### src/rtl/ppu_pkg.sv
// Shared definitions for the instruction fetch path.
//   XLEN_DEFAULT     : default address / instruction width
//   RESET_PC_DEFAULT : default first fetch address after reset
//   INSTR_BYTES      : instruction size in bytes (fetch PC increment)
//   fetch_state_e    : fetch controller states
package ppu_pkg;

  localparam int          XLEN_DEFAULT     = 32;
  localparam logic [31:0] RESET_PC_DEFAULT = 32'h0000_0000;
  localparam int          INSTR_BYTES      = 4;

  typedef enum logic [1:0] {
    ST_IDLE   = 2'd0,
    ST_FETCH  = 2'd1,
    ST_HALTED = 2'd2
  } fetch_state_e;

endpackage

### src/rtl/fetch_fifo.sv
// Parametrised circular buffer with wrapping pointers and an occupancy count.
// Ports:
//   clk, reset     : clock, async active-low reset
//   flush          : synchronous clear (pointers and count to zero)
//   push/push_data : write one entry (ignored when full)
//   pop            : drop the head entry (ignored when empty)
//   head           : current head entry (meaningless while count == 0)
//   count          : number of valid entries, 0..DEPTH
module fetch_fifo #(
  parameter int  WIDTH = 32,
  parameter int  DEPTH = 4,
  localparam int AW    = $clog2(DEPTH),
  localparam int CW    = AW + 1
) (
  input  logic             clk,
  input  logic             reset,
  input  logic             flush,
  input  logic             push,
  input  logic [WIDTH-1:0] push_data,
  input  logic             pop,
  output logic [WIDTH-1:0] head,
  output logic [CW-1:0]    count
);

  logic [WIDTH-1:0] mem [DEPTH];
  logic [AW-1:0]    wr_ptr;
  logic [AW-1:0]    rd_ptr;
  logic             do_push;
  logic             do_pop;

  assign do_push = push && (count != CW'(DEPTH));
  assign do_pop  = pop && (count != '0);
  assign head    = mem[rd_ptr];

  always_ff @(posedge clk or negedge reset) begin
    if (!reset) begin
      wr_ptr <= '0;
      rd_ptr <= '0;
      count  <= '0;
    end else if (flush) begin
      wr_ptr <= '0;
      rd_ptr <= '0;
      count  <= '0;
    end else begin
      if (do_push) wr_ptr <= wr_ptr + AW'(1);
      if (do_pop)  rd_ptr <= rd_ptr + AW'(1);
      count <= count + CW'(do_push) - CW'(do_pop);
    end
  end

  // Storage needs no reset: readers qualify head with count.
  always_ff @(posedge clk) begin
    if (do_push && !flush) mem[wr_ptr] <= push_data;
  end

endmodule

### src/rtl/fetch_queue.sv
// Instruction fetch queue: issues word-aligned fetch requests under a credit
// limit, pairs in-order responses with their PCs and presents them to decode.
//
//   state     | meaning
//   ----------+--------------------------------------------------------
//   ST_IDLE   | first cycle after reset release, no requests
//   ST_FETCH  | requests issue while credit allows
//   ST_HALTED | halt asserted, no new requests
//
// Ports:
//   clk, reset                      : clock, async active-low reset
//   imem_req_valid/ready/addr       : fetch request channel
//   imem_rsp_valid/data             : in-order response channel
//   if_valid/ready/instr/pc/npc     : head of queue toward decode
//   redirect_valid/pc               : flush and restart fetch at redirect_pc
//   halt                            : suppress new requests
//   err                             : sticky, response with nothing outstanding
module fetch_queue
  import ppu_pkg::*;
#(
  parameter int              XLEN     = XLEN_DEFAULT,
  parameter int              DEPTH    = 4,
  parameter logic [XLEN-1:0] RESET_PC = XLEN'(RESET_PC_DEFAULT)
) (
  input  logic            clk,
  input  logic            reset,
  output logic            imem_req_valid,
  input  logic            imem_req_ready,
  output logic [XLEN-1:0] imem_req_addr,
  input  logic            imem_rsp_valid,
  input  logic [XLEN-1:0] imem_rsp_data,
  output logic            if_valid,
  input  logic            if_ready,
  output logic [XLEN-1:0] if_instr,
  output logic [XLEN-1:0] if_pc,
  output logic [XLEN-1:0] if_npc,
  input  logic            redirect_valid,
  input  logic [XLEN-1:0] redirect_pc,
  input  logic            halt,
  output logic            err
);

  localparam int CW = $clog2(DEPTH) + 1;

  fetch_state_e    state;
  logic [XLEN-1:0] fetch_pc;
  logic [CW-1:0]   inflight;
  logic [CW-1:0]   discard;
  logic [CW-1:0]   q_count;
  logic [CW-1:0]   tag_count;
  logic [XLEN-1:0] tag_head;
  logic [XLEN-1:0] q_instr;
  logic [XLEN-1:0] q_pc;
  logic [CW:0]     credit_used;
  logic            req_fire;
  logic            rsp_live;
  logic            rsp_orphan;
  logic            rsp_push;
  logic            tag_missing;
  logic            if_pop;

  // Outstanding requests plus queued entries never exceed DEPTH, so a
  // returning response always has a free queue slot.
  assign credit_used    = {1'b0, inflight} + {1'b0, q_count};
  assign imem_req_valid = (state == ST_FETCH) && !redirect_valid &&
                          (credit_used < (CW+1)'(DEPTH));
  assign imem_req_addr  = fetch_pc;
  assign req_fire       = imem_req_valid && imem_req_ready;

  assign rsp_orphan  = imem_rsp_valid && (inflight == '0);
  assign rsp_live    = imem_rsp_valid && (inflight != '0);
  assign rsp_push    = rsp_live && !redirect_valid && (discard == '0) && (tag_count != '0);
  assign tag_missing = rsp_live && !redirect_valid && (discard == '0) && (tag_count == '0);

  assign if_valid = (q_count != '0);
  assign if_pop   = if_valid && if_ready && !redirect_valid;
  assign if_instr = if_valid ? q_instr : '0;
  assign if_pc    = if_valid ? q_pc : '0;
  assign if_npc   = if_valid ? (q_pc + XLEN'(INSTR_BYTES)) : '0;

  fetch_fifo #(.WIDTH(2*XLEN), .DEPTH(DEPTH)) u_data_q (
    .clk       (clk),
    .reset     (reset),
    .flush     (redirect_valid),
    .push      (rsp_push),
    .push_data ({imem_rsp_data, tag_head}),
    .pop       (if_pop),
    .head      ({q_instr, q_pc}),
    .count     (q_count)
  );

  // Tags of requests whose responses will be kept. Cleared on redirect:
  // responses still owed to the old path are accounted for by discard.
  fetch_fifo #(.WIDTH(XLEN), .DEPTH(DEPTH)) u_tag_q (
    .clk       (clk),
    .reset     (reset),
    .flush     (redirect_valid),
    .push      (req_fire),
    .push_data (fetch_pc),
    .pop       (rsp_push),
    .head      (tag_head),
    .count     (tag_count)
  );

  // FETCH holds off entering HALTED while a request is stalled on ready so
  // that an offered request is never withdrawn.
  always_ff @(posedge clk or negedge reset) begin
    if (!reset) begin
      state <= ST_IDLE;
    end else begin
      case (state)
        ST_IDLE:   state <= ST_FETCH;
        ST_FETCH:  if (halt && !(imem_req_valid && !imem_req_ready)) state <= ST_HALTED;
        ST_HALTED: if (!halt) state <= ST_FETCH;
        default:   state <= ST_IDLE;
      endcase
    end
  end

  always_ff @(posedge clk or negedge reset) begin
    if (!reset) begin
      fetch_pc <= RESET_PC;
      inflight <= '0;
      discard  <= '0;
      err      <= 1'b0;
    end else begin
      err <= err | rsp_orphan | tag_missing;
      if (redirect_valid) begin
        fetch_pc <= redirect_pc;
        inflight <= inflight - CW'(rsp_live);
        discard  <= inflight - CW'(rsp_live);
      end else begin
        if (req_fire) fetch_pc <= fetch_pc + XLEN'(INSTR_BYTES);
        inflight <= inflight + CW'(req_fire) - CW'(rsp_live);
        if (rsp_live && (discard != '0)) discard <= discard - CW'(1);
      end
    end
  end

endmodule

### config.mk
export PLATFORM = sky130hd
export DESIGN_NAME = fetch_queue
export DESIGN_NICKNAME = d
export VERILOG_FILES = /design/src/rtl/ppu_pkg.sv /design/src/rtl/fetch_fifo.sv /design/src/rtl/fetch_queue.sv
export SDC_FILE = /design/constraint.sdc
export NUM_CORES = 1
export LEC_CHECK = 0
export ABC_CLOCK_PERIOD_IN_PS = 4200
export CAP_MARGIN = 20
export CORE_UTILIZATION = 56
export CTS_CLUSTER_DIAMETER = 80
export DETAILED_ROUTE_END_ITERATION = 12
export GPL_ROUTABILITY_DRIVEN = 0
export PLACE_DENSITY = 0.84
export RECOVER_POWER = 50
export SETUP_SLACK_MARGIN = 0.1
export SLEW_MARGIN = 20
export SYNTH_ARGS = -nofsm -noshare
export SYNTH_HDL_FRONTEND = slang
export SYNTH_SLANG_ARGS = --single-unit
### constraint.sdc
create_clock -name clk -period 4.2 [get_ports clk]
set_input_delay 0.42 -clock clk [delete_from_list [all_inputs] [get_ports clk]]
set_output_delay 0.42 -clock clk [all_outputs]
set_load 0.05 [all_outputs]
==> results.md, run 1 <==
- Mapped Cells: about 1,000
- Hold/Removal Path Class: in2async
- Initial DRC count: around 870
- Die outline width: 183 um
- Crit path DAT: 3520 ps
- RSZ-0062 raised after global routing: no
- H-tree depth: 2
- Clk_lat worst skew: 540 ps
- Post-synthesis sequential area ratio: 0.702
- Kind of critical path: reg2out
- Layout Nets: 1,360
- Fin Clk Skew: 10.4 ps
- # IOs: between 200 and 250
- Synthesis-stage register bit count: 439
- Finished Layout Cells: 1,734
- First-pass GRT wire length: 63,100 um
- Most frequent cells after synthesis: edfxtp_1 (384), mux4_2 (93), and2_1 (81)
- Max_cap viols: 1
- Critical Path Start: u_data_q.rd_ptr[0]
- Initial antenna violation count: 3
- Setup crit end kind: primary output
- Largest net degree at the start of global routing: 65
- GRT Total Usage: 0.251
- DR vias/cell: 5.98
- Fin util: 0.700
- Layout cell share with drive strength beyond 1: 0.170
- Flop pwr share: 0.414
- Post-route DRC violation count: 0
- Area grow syn2layout: 21.8%
- Final Hold Fails: 0
- CTS root buffer: clkbuf_16
- Slew Viols, Final: 48
- Crit share post-route: 0.938
- Synthesized net count: 1,138
- Clock power share: 0.306
- Cell taking the most area after synthesis: edfxtp_1
- Crit path max fanout: 18
- Max_slew headroom: -0.517
- Worst Tran Pin Value: between 2000 and 2500 ps
- Synth area leaders: edfxtp_1 (63%), mux4_2 (11%), dfrtp_1 (7.5%), and2_1 (2.8%), ha_1 (1.5%)
- Post-synth top area share: 0.627
- Static Leak: 7.55 nW
- Final wirelength: 40,900 um
- Dpl hpwl: 26,000 um
- Syn Area/Cell: 17.6 sq um
- Critical Path RT: 3780 ps
- Setup Viol. Count Final: 0
- Max rail drop VDD: 0.345 mV
- GRT Residual Overflow: 0
- Worst slack at placement: 572 ps
- Synth Warn #: 0
- R2R Path Start: inflight[2]
- Asr flop ratio synth: 0.125
- CTS sink count: 439
- Core Rows: 65
- Placed Cells: 1,652
- Min cycle time layout: 3940 ps
- Setup ws final: 262 ps
- Vias in the first global route: around 11,000
- CTS buffer count: 44
- CTS tree: built
- Wire per inst: 23.6 um
- Highest Clock Rate: 0.254 GHz
- Most frequent cell after synthesis: edfxtp_1
- P_int: 8.55 mW
- Final setup TNS: 0 ps
- Critical path startpoint category: flip-flop
- EDFF count, synth: 384
- Failing checks: max-capacitance violations, max-slew violations
- PortBufs: 201
- Main flop type after synthesis: edfxtp_1
- Sw frac: 0.323
- Initial DRT Pass Iterations: 5
- DIE AREA: 33,600 sq um
- Clock Path Buffers: 3
- Tot Pwr: 12.6 mW
- Outcome: finished with violations
- Starting density of the core: 0.575
- Die H: approximately 180 um
- Antenna-violating nets left: 0
- Worst-path clk slew: 60 ps
- Distinct cell type count after synthesis: 57
- Sw power: 4.08 mW
- Synthesized area: ~18,000 sq um
- Core ar.: ~32,000 sq um
- DR vias: ~10,000
- Combinational share of power: 0.280
- Pwr per Cell Area: roughly 560 nW/um^2
-- state kept, by name, indices dropped and copies added (netlist names) --
name	flops
discard	3
state	2
u_tag_q.mem	128
u_tag_q.count	3
err	1
imem_req_addr	32
u_data_q.mem	256
u_tag_q.rd_ptr	2
u_data_q.rd_ptr	2
u_data_q.count	3
u_tag_q.wr_ptr	2
inflight	3
u_data_q.wr_ptr	2
-- worst paths after layout --
path | slack (ps) | depth (start not counted) | end
max | 260 | 7 | if_npc[13]
min | 330 | 2 | imem_req_addr[4]
max reg2reg | 860 | 7 | u_tag_q.mem[1][6]
min reg2reg | 470 | 1 | err
max in group asynchronous | 2760 | 3 | u_data_q.rd_ptr[0]
min in group clk | 350 | 3 | u_tag_q.rd_ptr[0]
-- worst max-delay path: stages (launching register included) --
cell	delay, ps
dfrtp_4	640
buf_4	250
mux4_2	570
and4_4	230
and3_2	210
xnor2_1	150
nor2_1	110
clkdlybuf4s50_1	810
-- area by class of cell --
| type | instances | area [sq um] |
|---|---|---|
| fillers | 1960 | 9570 |
| inverters | 25 | 93.8 |
| flip-flops and latches | 439 | 12900 |
| diodes | 2 | 5.00 |
| repair buffers | 228 | 2290 |
| multi-input cells | 526 | 5120 |
| clock buffers | 60 | 1210 |
| clock inverters | 19 | 209 |
| well taps | 435 | 544 |
-- metal layers --
layer  global-route usage  wire length, um  vias up
met5                    0               41        -
met4               0.0757             1000        6
met3               0.0564             3500       78
met2                0.412            20000      540
met1                0.339            16300     5216
li1                     -                -     4535
-- kinds of logic after synthesis --
group,Yosys count,share of synthesized area
flops,439,0.702
simple gates,276,0.0847
mux,124,0.135
buf+inv,77,0.0199
compound gates,65,0.0228
xor+xnor,36,0.0172
fa+ha+maj,25,0.0182
-- cell usage in the layout (no fill, tap or decap), drive strengths merged, types with 3 or more instances in the layout --
master         count
a22oi              3
nor2              50
nand3             23
clkbuf            65
nand4             26
and4              14
fa                 3
a21oi             15
a21o               3
nand2             38
mux2i              5
buf               31
inv               28
o211ai             4
bufinv             4
and2              83
xor2              17
mux2              23
o21ai             17
and3              14
dlygate4sd3       59
or3                4
or4                5
clkdlybuf4s50    124
nor2b              5
dfrtp             55
a31oi              4
edfxtp           384
ha                22
mux4              96
o31ai              7
dlygate4sd2        8
nor3               8
clkinv            12
xnor2             19
nor4               3
-- power by group through the flow --
stage | clock network (mW) | registers (mW) | logic, mW
final | 3.87 | 5.23 | 3.54
after global routing | 4.11 | 5.26 | 3.74
after CTS | 3.92 | 5.23 | 3.58
after detailed placement | 0 | 5.32 | 3.57
after global placement | 0 | 5.30 | 3.51
after floorplan | 0 | 5.36 | 2.34
-- per-stage QoR --
stage	cell area (sq um)	hold WS (ps)
2_1_floorplan	18400	124
3_3_place_gp	21000	276
3_5_place_dp	21000	277
4_1_cts	22400	230
5_1_grt	22400	361
6_report	22400	335
-- timing repair --
| item | 4_1_cts | 5_1_grt |
|---|---|---|
| endpoints found under the setup margin | 8 | 1 |
| gates resized for setup | 8 | 1 |
| hold endpoints to repair | 8 | 0 |
| hold buffers | 1 | 0 |
| setup buffers | 0 | 0 |
(Power assumes the default switching activity.)
==> inputs of run 2 (changes only) <==
SETUP_SLACK_MARGIN = 0.05   (was 0.1)
==> results.md, run 2 (synthesized netlist as in run 1, its figures left out) <==
- Core ar.: 32,000 sq um (unchanged)
- GRT Total Usage: 0.251 (unchanged)
- CTS root buffer: clkbuf_16
- DR vias: 10,400 (-0.17%)
- Min cycle time layout: 3940 ps (-2.09 ps)
- H-tree depth: 2 (unchanged)
- Setup Viol. Count Final: 0 (unchanged)
- Most common cell after layout, fill and taps aside: edfxtp_1
- Final wirelength: 40,900 um (about the same)
- Vias in the first global route: 10,700 (unchanged)
- Worst slack at placement: 572 ps (unchanged)
- DR vias/cell: 5.97 (-0.17%)
- Pwr per Cell Area: 564 nW/um^2 (about the same)
- Crit path max fanout: 18 (unchanged)
- Post CTS Setup Buffer Count: 0 (unchanged)
- WHS: 337 ps (+1.95 ps)
- Largest net degree at the start of global routing: 65 (unchanged)
- Critical-path cell list: buf_4 > mux4_2 > and4_4 > and3_2 > xnor2_1 > nor2_1 > clkdlybuf4s50_1
- Kind of critical path: reg2out
- Worst-path clk slew: 60 ps (about the same)
- DIE AREA: 33,600 sq um (unchanged)
- # IOs: 202 (unchanged)
- Crit share post-route: 0.937 (about the same)
- CTS tree: built
- Setup ws final: 264 ps (+2.09 ps)
- Final Hold Fails: 0 (unchanged)
- Area grow syn2layout: 21.8% (about the same)
- CTS buffer count: 44 (unchanged)
- Antenna-violating nets left: 0 (unchanged)
- Worst path max stage delay: 810 ps (about the same)
- Worst Tran Pin Value: 2280 ps (+2.78 ps)
- Commonest cells after routing, fill and taps aside: edfxtp_1 (384), clkdlybuf4s50_1 (124), mux4_2 (93)
- Crit path DAT: 3520 ps (about the same)
- Worst path bufs/invs: 2 (unchanged)
- Slowest CP cell: clkdlybuf4s50_1
- Clock Path Buffers: 3 (unchanged)
- PortBufs: 201 (unchanged)
- GRT Residual Overflow: 0 (unchanged)
- Most flop-heavy register: u_data_q.mem
- Highest Clock Rate: 0.254 GHz (about the same)
- Slew Viols, Final: 48 (unchanged)
- Max_cap viols: 1 (unchanged)
- Setup crit end kind: primary output
- Largest register FFs: 256 (unchanged)
- Starting density of the core: 0.575 (unchanged)
- CTS sink count: 439 (unchanged)
- Layout Nets: 1,360 (unchanged)
- Outcome: finished with violations
- First-pass GRT wire length: 63,100 um (unchanged)
- Max rail drop VDD: 0.345 mV (about the same)
- Die H: 183 um (unchanged)
- Hold/Removal Path Class: in2async
- Final setup TNS: 0 ps (unchanged)
- Layout cell share with drive strength beyond 1: 0.170 (unchanged)
- Critical path startpoint category: flip-flop
- Clk_lat worst skew: 540 ps (about the same)
- RSZ-0062 raised after global routing: no
- Die outline width: 183 um (unchanged)
- Initial DRT Pass Iterations: 5 (unchanged)
- Filler cells: 1,960 (unchanged)
- Post-route DRC violation count: 0 (unchanged)
- Fin Clk Skew: 11.0 ps (+0.675 ps)
- Max_slew headroom: -0.519 (-0.00185)
- Static Leak: 7.58 nW (+0.35%)
- Dpl hpwl: 26,000 um (unchanged)
- Initial DRC count: 871 (-0.34%)
- Largest delay share family, worst path: buffers and inverters
- Critical Path RT: 3780 ps (about the same)
- Core Rows: 65 (unchanged)
- Initial antenna violation count: 3 (unchanged)
- Failing checks: max-capacitance violations, max-slew violations
- Wire per inst: 23.6 um (about the same)
-- run 2: final cells by class --
| type | instances | area [sq um] | share of cell area |
|---|---|---|---|
| well taps | 435 | 544 | 0.0243 |
| multi-input cells | 526 | 5120 | 0.229 |
| clock buffers | 60 | 1210 | 0.0541 |
| inverters | 25 | 93.8 | 0.00419 |
| clock inverters | 19 | 209 | 0.00933 |
| repair buffers | 228 | 2300 | 0.103 |
| flip-flops and latches | 439 | 12900 | 0.577 |
| diodes | 2 | 5.00 | 0.000223 |
-- run 2: worst paths after layout --
| check | from | endpoint | slack [ps] | cells past startpoint |
|---|---|---|---|---|
| max | u_data_q.rd_ptr[0] | if_npc[13] | 260 | 7 |
| min | reset | imem_req_addr[4] | 340 | 2 |
| max reg2reg | inflight[2] | u_tag_q.mem[1][6] | 860 | 7 |
| min reg2reg | err | err | 470 | 1 |
| max in group asynchronous | reset | u_data_q.rd_ptr[0] | 2760 | 3 |
| min in group clk | redirect_valid | u_tag_q.rd_ptr[0] | 350 | 3 |
-- run 2: metal layers --
| layer | GRT usage | up-vias | share of wire |
|---|---|---|---|
| li1 | - | 4533 | - |
| met1 | 0.339 | 5208 | 0.40 |
| met2 | 0.412 | 527 | 0.49 |
| met3 | 0.0564 | 83 | 0.084 |
| met4 | 0.0757 | 6 | 0.026 |
| met5 | 0 | - | 0.0010 |
-- run 2: worst reg2reg max path: stages (launching register included) --
cell and delay [ps]:
dfrtp_1 440, ha_1 310, nor4_1 290, and4_1 250, inv_1 210, a21oi_1 540, and2_1 740, buf_12 260
-- run 2: what timing repair did --
item | in CTS | in global routing
hold buffers | 1 | 0
cloned | 0 | 0
setup endpoints to repair | 6 | 3
resized for setup | 6 | 3
endpoints found under the hold margin | 8 | 0
-- run 2: where the power goes --
group / switching (mW) / leakage [nW] / total, mW / internal, mW
sequential: 0.246 / 4.12 / 5.23 / 4.98
clock: 1.59 / 0.698 / 3.87 / 2.28
combinational: 2.25 / 2.76 / 3.54 / 1.30
-- run 2: through the flow --
step | instances | utilization | cell area, sq um | power, mW
global route | 1732 | 0.701 | 22400 | 13.1
floorplan | 1042 | - | 18400 | 7.70
global placement | 1652 | 0.656 | 21000 | 8.80
detailed placement | 1652 | 0.656 | 21000 | 8.89
finish | 1734 | 0.701 | 22400 | 12.6
CTS | 1732 | 0.701 | 22400 | 12.7
==> inputs of run 3 (changes only) <==
RECOVER_POWER = default   (was 50)
==> results.md, run 3 (synthesized netlist as in run 1, its figures left out) <==
- Post CTS Setup Buffer Count: 0 (unchanged)
- Setup crit end kind: primary output
- Initial DRT Pass Iterations: 5 (unchanged)
- CTS tree: built
- GRT Residual Overflow: 0 (unchanged)
- Initial DRC count: 819 (-6.0%)
- Register-to-Register Path Depth: 7 (unchanged)
- Core ar.: 32,000 sq um (unchanged)
- Placed Cells: 1,652 (unchanged)
- Min cycle time layout: 3940 ps (+2.58 ps)
- H-tree depth: 2 (unchanged)
- Clock Path Buffers: 3 (unchanged)
- Worst-path clk slew: 70 ps (about the same)
- Highest Clock Rate: 0.254 GHz (about the same)
- Met2 Wirelength: 20,000 um (-0.48%)
- Core Rows: 65 (unchanged)
- Kind of critical path: reg2out
- Slew Viols, Final: 0 (-100%)
- Fin Clk Skew: 11.7 ps (+0.675 ps)
- Worst Tran Pin Value: 910 ps (-1370 ps)
- CTS buffer count: 44 (unchanged)
- Critical-path cell list: buf_4 > mux4_2 > and4_4 > and3_2 > xnor2_1 > nor2_1 > clkdlybuf4s50_1
- Setup Viol. Count Final: 0 (unchanged)
- Post-route DRC violation count: 0 (unchanged)
- Slowest CP cell: clkdlybuf4s50_1
- RSZ-0062 raised after global routing: no
- Critical Path RT: 3780 ps (about the same)
- DR vias: 10,400 (-0.029%)
- Vias in the first global route: 10,700 (unchanged)
- Layout Nets: 1,360 (unchanged)
- Die H: 183 um (unchanged)
- Critical path startpoint category: flip-flop
- Final wirelength: 41,000 um (+0.17%)
- Largest net degree at the start of global routing: 65 (unchanged)
- Crit share post-route: 0.938 (about the same)
- GRT Total Usage: 0.251 (unchanged)
- CTS root buffer: clkbuf_16
- # IOs: 202 (unchanged)
- First-pass GRT wire length: 63,100 um (unchanged)
- R2r setup slk: 890 ps (+30 ps)
- Antenna-violating nets left: 0 (unchanged)
- Hold/Removal Path Class: in2async
- Static Leak: 7.58 nW (about the same)
- DIE AREA: 33,600 sq um (unchanged)
- Max_cap viols: 0 (-1)
- Area grow syn2layout: 21.9% (about the same)
- Largest register FFs: 256 (unchanged)
- CTS sink count: 439 (unchanged)
- Pwr per Cell Area: 566 nW/um^2 (+0.23%)
- Crit path max fanout: 18 (unchanged)
- Antenna cells: 0 (-2)
- PortBufs: 201 (unchanged)
- Met3 wire len: 3750 um (+8.6%)
- Commonest cells after routing, fill and taps aside: edfxtp_1 (384), clkdlybuf4s50_1 (182), mux4_2 (93)
- Max_slew headroom: 0.393 (+0.912)
- Clk_lat worst skew: 540 ps (about the same)
- Max rail drop VDD: 0.346 mV (+0.46%)
- Finished Layout Cells: 1,732 (-0.12%)
- DR vias/cell: 5.98 (about the same)
- Largest delay share family, worst path: buffers and inverters
- Outcome: finished, final reports clean
- Worst path bufs/invs: 2 (unchanged)
- WL met1: 16,300 um (-0.21%)
- Initial antenna violation count: 0 (-3)
- Uppermost layer routed: met4
- Wire per inst: 23.7 um (+0.28%)
- Dpl hpwl: 26,000 um (unchanged)
- Final Hold Fails: 0 (unchanged)
- Worst path max stage delay: 810 ps (about the same)
- R2R Path Start: inflight[2]
- Final setup TNS: 0 ps (unchanged)
- Die outline width: 183 um (unchanged)
- Layout cell share with drive strength beyond 1: 0.175 (+0.00540)
- R2r endpoint: u_tag_q.mem[1][6]
- Starting density of the core: 0.575 (unchanged)
- Most common cell after layout, fill and taps aside: edfxtp_1
- Most flop-heavy register: u_data_q.mem
- Crit path DAT: 3520 ps (about the same)
[run 3: changes by cell type in the layout (fill, tap and decap cells not counted)]
| cell | previous run | this run |
|---|---|---|
| and2_1 | 76 | 77 |
| clkbuf_1 | 17 | 12 |
| dlygate4sd3_1 | 59 | 1 |
| dfrtp_2 | 2 | 3 |
| buf_4 | 21 | 24 |
| mux2_2 | 12 | 13 |
| dfrtp_1 | 52 | 51 |
| mux2_1 | 11 | 10 |
| clkdlybuf4s50_1 | 124 | 182 |
| buf_2 | 0 | 2 |
| diode_2 | 2 | 0 |
| and2_0 | 1 | 0 |
[run 3: layer usage]
| metal | up-vias | GRT usage |
|---|---|---|
| met5 | - | 0 |
| met4 | 0 | 0.0757 |
| met3 | 75 | 0.0564 |
| met2 | 515 | 0.412 |
| met1 | 5232 | 0.339 |
| li1 | 4532 | - |
[run 3: how the worst max path moves through the flow]
stage	start	cells past startpoint	end
4_1_cts	u_data_q.rd_ptr[0]	7	if_npc[19]
5_1_grt	u_data_q.rd_ptr[0]	7	if_npc[15]
3_5_place_dp	u_data_q.rd_ptr[0]	8	if_npc[29]
6_report	u_data_q.rd_ptr[0]	7	if_npc[13]
3_3_place_gp	u_data_q.rd_ptr[0]	8	if_npc[29]
2_1_floorplan	discard[0]	6	u_data_q.mem[0][0]
[run 3: area by class of cell]
cell class | count | area, sq um
sequential | 439 | 12900
fill | 1959 | 9560
multi-input combinational | 526 | 5120
timing repair buffer | 228 | 2310
clock buffer | 60 | 1210
tap | 435 | 544
clock inverter | 19 | 209
inverter | 25 | 93.8
[run 3: timing repair]
item / in CTS / in global routing
endpoints found under the setup margin: 6 / 3
gates cloned: 0 / 0
gates resized for setup: 6 / 3
hold buffers: 1 / 0
endpoints found under the hold margin: 8 / 0
[run 3: report_power, final]
part	switching, mW	internal (mW)
combinational	2.24	1.32
clock	1.61	2.28
sequential	0.249	4.98
total	4.10	8.58
[run 3: worst reg2reg max path: cells and delay by family, from the launching register on]
| kind | cells | cell delay (ps) |
|---|---|---|
| flops | 1 | 440 |
| buf+inv | 2 | 470 |
| fa+ha+maj | 1 | 310 |
| compound gates | 1 | 540 |
| simple gates | 3 | 1250 |
[run 3: through the flow]
| stage | setup WS (ps) | hold WS (ps) | instance area [sq um] | power (mW) | util |
|---|---|---|---|---|---|
| after CTS | 54.0 | 230 | 22400 | 12.7 | 0.701 |
| after global placement | 590 | 276 | 21000 | 8.80 | 0.656 |
| after detailed placement | 572 | 277 | 21000 | 8.89 | 0.656 |
| after floorplan | 647 | 124 | 18400 | 7.70 | - |
| after global routing | 120 | 245 | 22400 | 13.1 | 0.701 |
| final | 261 | 241 | 22400 | 12.7 | 0.701 |
